[config.mk]
export PLATFORM = sky130hd
export DESIGN_NAME = simple_uart_transmitter
export DESIGN_NICKNAME = d
export VERILOG_FILES = /design/src/rtl/uart_pkg.sv /design/src/rtl/uart_baud_counter.sv /design/src/rtl/simple_uart_transmitter.sv
export SDC_FILE = /design/constraint.sdc
export NUM_CORES = 1
export LEC_CHECK = 0
export CAP_MARGIN = 25
export CORE_MARGIN = 10
export CORE_UTILIZATION = 37
export CTS_BUF_LIST = sky130_fd_sc_hd__clkbuf_8
export CTS_CLUSTER_SIZE = 25
export DETAILED_ROUTE_END_ITERATION = 16
export GPL_ROUTABILITY_DRIVEN = 0
export PLACE_DENSITY = 0.66
export SLEW_MARGIN = 25
export SYNTH_ARGS = -nofsm -noshare
export SYNTH_HDL_FRONTEND = slang
export SYNTH_SLANG_ARGS = --single-unit
[constraint.sdc]
create_clock -name clk -period 3.9 [get_ports clk]
set_input_delay 0.78 -clock clk [delete_from_list [all_inputs] [get_ports clk]]
set_output_delay 0.78 -clock clk [all_outputs]
set_load 0.005 [all_outputs]
[src/rtl/uart_pkg.sv]
// uart_pkg: state encoding and widths shared by the UART transmitter and receiver.
package uart_pkg;
    typedef enum logic [1:0] {IDLE, START, DATA, STOP} uart_state_t;
    localparam int UART_DATA_BITS = 8;
    localparam int UART_DIV_W = 16;
endpackage

[src/rtl/uart_baud_counter.sv]
// uart_baud_counter: down-counter that ticks at zero and reloads on load or tick.
module uart_baud_counter
    import uart_pkg::*;
(
    input  logic                  clk,
    input  logic                  rst,
    input  logic                  load,
    input  logic [UART_DIV_W-1:0] load_val,
    output logic                  tick
);
    logic [UART_DIV_W-1:0] count;

    assign tick = count == '0;

    always_ff @(posedge clk)
        if (rst) count <= '0;
        else if (load || tick) count <= load_val;
        else count <= count - UART_DIV_W'(1);
endmodule

[src/rtl/simple_uart_transmitter.sv]
// simple_uart_transmitter: 8N1/8N2 UART serialiser with a one-byte holding register
// so consecutive frames leave with no idle gap.
module simple_uart_transmitter
    import uart_pkg::*;
#(
    parameter int STOP_BITS = 1
)(
    input  logic                      clk,
    input  logic                      rst,
    input  logic [UART_DIV_W-1:0]     baud_div,
    input  logic [UART_DATA_BITS-1:0] data_in,
    input  logic                      valid,
    output logic                      ready,
    output logic                      tx,
    output logic                      busy
);
    uart_state_t state, state_nxt;
    logic [UART_DATA_BITS-1:0] hold, shifter;
    logic [UART_DIV_W-1:0] period;
    logic [2:0] bit_idx;
    logic hold_full, tick, last_data, last_stop, launch;

    assign last_data = bit_idx == 3'(UART_DATA_BITS-1);
    assign last_stop = bit_idx == 3'(STOP_BITS-1);
    // A held byte starts either from idle or straight out of the final stop bit.
    assign launch = hold_full && (state == IDLE || (state == STOP && tick && last_stop));
    assign ready = ~hold_full;
    assign busy = state != IDLE;

    uart_baud_counter u_baud (
        .clk      (clk),
        .rst      (rst),
        .load     (launch),
        .load_val (launch ? baud_div : period),
        .tick     (tick)
    );

    always_ff @(posedge clk)
        if (rst) state <= IDLE;
        else state <= state_nxt;

    always_comb begin
        state_nxt = state;
        case (state)
            IDLE:    state_nxt = hold_full ? START : IDLE;
            START:   state_nxt = tick ? DATA : START;
            DATA:    state_nxt = tick && last_data ? STOP : DATA;
            STOP:    state_nxt = !(tick && last_stop) ? STOP : hold_full ? START : IDLE;
            default: state_nxt = IDLE;
        endcase
    end

    always_ff @(posedge clk) begin
        if (rst) begin
            hold      <= '0;
            hold_full <= 1'b0;
            shifter   <= '0;
            bit_idx   <= '0;
            period    <= '0;
            tx        <= 1'b1;
        end else begin
            if (valid && ready) begin
                hold      <= data_in;
                hold_full <= 1'b1;
            end else if (launch) hold_full <= 1'b0;
            if (launch) begin
                shifter <= hold;
                tx      <= 1'b0;
                bit_idx <= '0;
                period  <= baud_div;
            end else if (tick) begin
                case (state)
                    START: begin
                        tx      <= shifter[0];
                        bit_idx <= '0;
                    end
                    DATA: begin
                        shifter <= shifter >> 1;
                        tx      <= last_data ? 1'b1 : shifter[1];
                        bit_idx <= last_data ? 3'd0 : bit_idx + 3'd1;
                    end
                    STOP:    bit_idx <= last_stop ? 3'd0 : bit_idx + 3'd1;
                    default: ;
                endcase
            end
        end
    end
endmodule

* After elaboration in Yosys (flattened, before gate mapping)
Index checks and enable logic that the tools add are counted.
Word-level totals: flip-flop bits (word level) 55, input port bits 27, word-level logic and storage cells 55
Operators by class: muxes and demuxes 19, reduce and logical (&&, ||, !) cells 21, $add $sub $neg 2, eq/ne operators 4, bitwise gates (word level) 1
Operators by type and width (count):
- 16-bit two-way mux | 2
- 8-bit two-way mux | 3
- 16-bit logical NOT | 1
- 16-bit by 1-bit subtractor with 16-bit output (second input constant) | 1
- 3-bit case mux with 3 select lines | 1
- 2-bit case mux with 4 select lines | 1
- 2-bit nonzero test | 4
- 1-bit two-way mux | 7
- 1-bit logical AND | 6
- 3-bit two-way mux | 2
- 2-bit AND reduction | 3
- 3-bit nonzero test | 2
- 2-bit == test (second input constant) | 2
- 2-bit two-way mux | 2
- 3-bit by 1-bit adder with 3-bit output (second input constant) | 1
- 3-bit == test (second input constant) | 1
- 3-bit logical NOT | 1
- 2-bit by 1-bit == test with 1-bit output (second input constant) | 1
- 2-bit logical NOT | 1
- 1-bit logical OR | 2
- 1-bit case mux with 2 select lines | 1
- 2-bit OR reduction | 1
- 1-bit inverter | 1

* Depth between registers and ports, before layout
depth after elaboration 7, gate-level depth with buffers 10, depth with buffers taken out 7

* Cells and area by module
A second synthesis with hierarchy kept.
Unflattened totals: cell total of the unflattened synthesis 315, area, all modules 2851.5 um2
By module, submodules not included:
- simple_uart_transmitter | seq. area each 780.7 um2, area an instance 1956.9 um2, instances 1, cells each 204
- uart_baud_counter | seq. area each 320.3 um2, area an instance 894.6 um2, instances 1, cells each 111

* Worst setup path before layout
OpenSTA, ideal clock, no wires.
kind flip-flop to flip-flop, start register u_baud.count[0], end register u_baud.count[3], buffers on the path 1, clock period less this slack 1.938 ns, cell stages (with the launch flop) 9, library setup time 0.086 ns, arrival time 1.853 ns, path slack 1.962 ns, cells stage by stage dfxtp_1 inv_1 ha_1 nor2b_1 nand4_1 nor2_1 buf_2 mux2_2 a211oi_1
On the way: cells in the longest elaborated chain, start to end 7, elaborated cells on any way between the ends 9, classes of those cells add/sub: 1; mux: 2; reduce/logical: 6
RTL lines:
- start: declaration | line uart_baud_counter.sv:11 | logic [UART_DIV_W-1:0] count;
- start signal: assignment | line uart_baud_counter.sv:17 | else if (load || tick) count <= load_val;
- start signal: assignment | line uart_baud_counter.sv:18 | else count <= count - UART_DIV_W'(1);
- branches (longest 6 deep; another with 16-bit by 1-bit subtractor with 16-bit output)
- 16-bit two-way mux * | line uart_baud_counter.sv:17
Mark *: on every way between the ends. A chain may end at the register's enable or synchronous reset.

* Worst setup path after layout
start register state[1], end register u_baud.count[12]
On the way: cells in the longest elaborated chain, start to end 7, elaborated cells on any way between the ends 9, classes of those cells eq/ne: 1; mux: 2; reduce/logical: 6
RTL lines:
- start: declaration | line simple_uart_transmitter.sv:17 | uart_state_t state, state_nxt;
- start signal: assignment | line simple_uart_transmitter.sv:40 | else state <= state_nxt;
- 2-bit == test | line simple_uart_transmitter.sv:26 | assign launch = hold_full && (state == IDLE || (state == STOP && tick && last_stop));
- 1-bit logical AND (2 in a row) | line simple_uart_transmitter.sv:26
- 1-bit logical OR * | line simple_uart_transmitter.sv:26
- 1-bit logical AND * | line simple_uart_transmitter.sv:26
- 16-bit two-way mux or 1-bit logical OR (tied branches)
- 16-bit two-way mux * | line uart_baud_counter.sv:17
Mark *: on every way between the ends. The rest lies on a longest branch, timed or not.

==> results.txt <==
Status -> finished clean
Worst-margin pin slew -> 0.9128 ns
Yosys top cell area share -> 0.4055
Met2 Usage GRT -> 0.2036
Post-synth top area cell -> dfxtp_1
Number of buffers created by CTS -> 5
Setup TNS -> 0 ns
Largest net degree at the start of global routing -> 34
YS warnings -> 0
Synth Register Bits -> 55
Most frequent cells after synthesis -> dfxtp_1, nand2_1, nor2_1
DIE HEIGHT -> 105.7 um
Critical path origin -> state[1]
GRT Total Usage -> 0.1187
Post-CTS Resized -> 0
Max Freq -> 379.7 MHz
Reg2Reg Depth -> 6
GRT met3 Usage -> 0.02132
Maximum level of the CTS H-tree -> 2
Gr ovfl total -> 0
Most frequent cell after synthesis -> dfxtp_1
Syn nets -> 365
Post-Syn Instances -> 333
Dpl cells -> 444
Multi-input logic area -> 0.001486 mm2
Die extent in x -> 105.7 um
Synth Cell Area -> 0.002715 mm2
R2r setup slk -> 1.27 ns
Total Nets Final -> 384
Final Cell Area -> 0.003163 mm2
Vias in the first global route -> 2377
Max cap viols -> 0
Critical path cell sequence -> nor2_1 > nand2_1 > o31a_1 > buf_4 > nor2_1 > nor4_1
Met1 Use GR -> 0.1420
Drt drc -> 0
DRT Wirelength -> 6689 um
Final HPWL DP -> 4749 um
# Post-CTS Setup Buffers -> 0
RSZ-0062 raised after global routing -> false
Tmin final -> 2.634 ns
Storage element area -> 0.001101 mm2
Crit path max fanout -> 20
CTS tree -> done
Final Power -> 0.001796 W
Worst Skew -> 0.01157 ns
1st-iter DRT viols -> 200
Die area -> 0.01116 mm2
Main synth FF type -> dfxtp_1
Worst skew pair latency -> 0.31 ns
Slowest CP cell -> o31a_1
Vias -> 2407
# fillers -> 728
Clk sinks -> 55
Register area share after synthesis -> 0.4055
Area Overhead vs Synth -> 16.50%
Count of pins over their slew limit -> 0
Avg Inst Size Synth -> 8.153 um2
Synth cell types -> 47
WS Path Type -> reg -> reg
Arrival time worst endpoint -> 2.84 ns
Worst VDD drop -> 0.2362 mV
Starting density of the core -> 0.3784
Clock slew at reported path FFs -> 0.10 ns
First-pass GRT wire length -> 11210 um
DP Area -> 0.003050 mm2
Post-route ant nets -> 0
PortBufs -> 29
Launch point of the worst reg-to-reg path -> state[1]
Period Utilization, post-route -> 0.6754
Core footprint -> 0.007176 mm2
WP data required -> 4.11 ns
Clock Path Buffers -> 2
Place WS -> 1.304 ns
GR peak layer -> met2
Rows -> 31
Vias per cell -> 5.325
Largest stage delay, worst path -> 0.67 ns
Cell Count, Final, Fillers Out -> 452
Area contributors post-synth -> dfxtp_1, nand2_1, nor2_1, a21oi_1, a211oi_1
Startpoint Class -> flop
Leakage Power -> 1.133 nW
Asr flop ratio synth -> 0
Hold-fix buffers at CTS -> 0
Worst min path class -> reg -> reg
Per-cell routed wire length -> 14.80 um
Root Driver -> clkbuf_8
Diodes inserted -> 0
Critical path capture point type -> flop
Initial antenna violation count -> 0
Post-synth EDFFs -> 0
Reg-to-reg endpoint -> u_baud.count[12]
I/O pin count -> 30
Worst Setup EP -> u_baud.count[12]
Fraction of layout cells with a size suffix above 1 -> 0.05949
PnR worst setup slack -> 1.266 ns
First-pass iteration count of the detailed router -> 5
Setup Viol. Count Final -> 0
Most frequent CP cell -> nor2_1
Relative slew slack -> 0.3902
Final hold violations -> 0
Pwr/cell area -> 567.7 mW/mm2
critical path: cells and delay by family (launching register included):
kind                   cells  cell delay [ns]
AO/OA/AOI/OAI              1             0.67
buffers and inverters      1             0.36
AND/OR/NAND/NOR            4             0.96
flip-flops                 1             0.53
final cells by class:
type                       count  share of cell area
clock buffer                   5             0.02176
sequential                    55              0.3481
tap                           99             0.03916
timing repair buffer          32             0.09889
clock inverter                 3             0.01384
inverter                       7            0.008307
multi-input combinational    251              0.4699
cells by family (layout without fill, tap and decap cells):
logic type,after synthesis,count (layout),share of synthesized area
xor+xnor,10,10,0.03226
fa+ha+maj,5,5,0.02304
compound gates,76,76,0.1811
buf+inv,27,47,0.05023
flops,55,55,0.4055
mux,14,14,0.05392
simple gates,146,146,0.2539
layout by cell type (no fill, tap or decap), types with 2 or more instances in the layout:
cell	netlist	layout
buf_4	1	3
mux2i_1	9	9
a311oi_1	2	2
o21ai_0	7	7
mux2_2	5	5
nor2b_1	5	5
a21oi_1	31	31
nand4_1	2	2
xor2_1	6	6
xnor2_1	4	4
nor4_1	4	4
ha_1	5	5
nand4b_1	2	2
and2_1	2	2
nand2b_1	2	2
o22ai_1	3	3
dfxtp_1	55	55
nand3_1	10	10
a211oi_1	14	14
inv_1	6	6
nor2_1	44	44
o221ai_1	9	9
nand2_1	47	47
nor3_1	18	18
clkbuf_8	0	5
and4b_1	2	2
clkdlybuf4s50_1	0	29
per-stage QoR:
step / util / hold slack (ns)
3_3_place_gp: 0.4251 / 0.4355
4_1_cts: 0.4408 / 0.4611
3_5_place_dp: 0.4251 / 0.4451
2_1_floorplan: - / 0.4266
6_report: 0.4408 / 0.4572
5_1_grt: 0.4408 / 0.4746
registers in the layout, indices dropped and copies added (netlist names):
register	cells
u_baud.count	16
tx	1
bit_idx	3
period	16
shifter	8
state	2
hold	8
hold_full	1
routing by layer:
metal | routed length (um) | up-vias | part of all wire
met5 | 0 | - | 0
met4 | 111 | 0 | 0.017
met3 | 222 | 7 | 0.033
met2 | 3328 | 42 | 0.50
met1 | 3027 | 1142 | 0.45
li1 | - | 1216 | -
power by group:
group | internal (W) | switching (W)
clock network | 0.000191 | 0.000189
registers | 0.000658 | 0.0000994
logic | 0.000288 | 0.000369
total | 0.00114 | 0.000658
worst min path at each step:
stage	start	endpoint	slack, ns	depth (start not counted)
4_1_cts	period[7]	period[7]	0.46	2
6_report	period[13]	period[13]	0.46	2
5_1_grt	period[2]	period[2]	0.47	2
3_3_place_gp	period[13]	period[13]	0.44	2
2_1_floorplan	period[0]	period[0]	0.43	2
3_5_place_dp	period[7]	period[7]	0.45	2
Power figures use the tool's default switching activity.
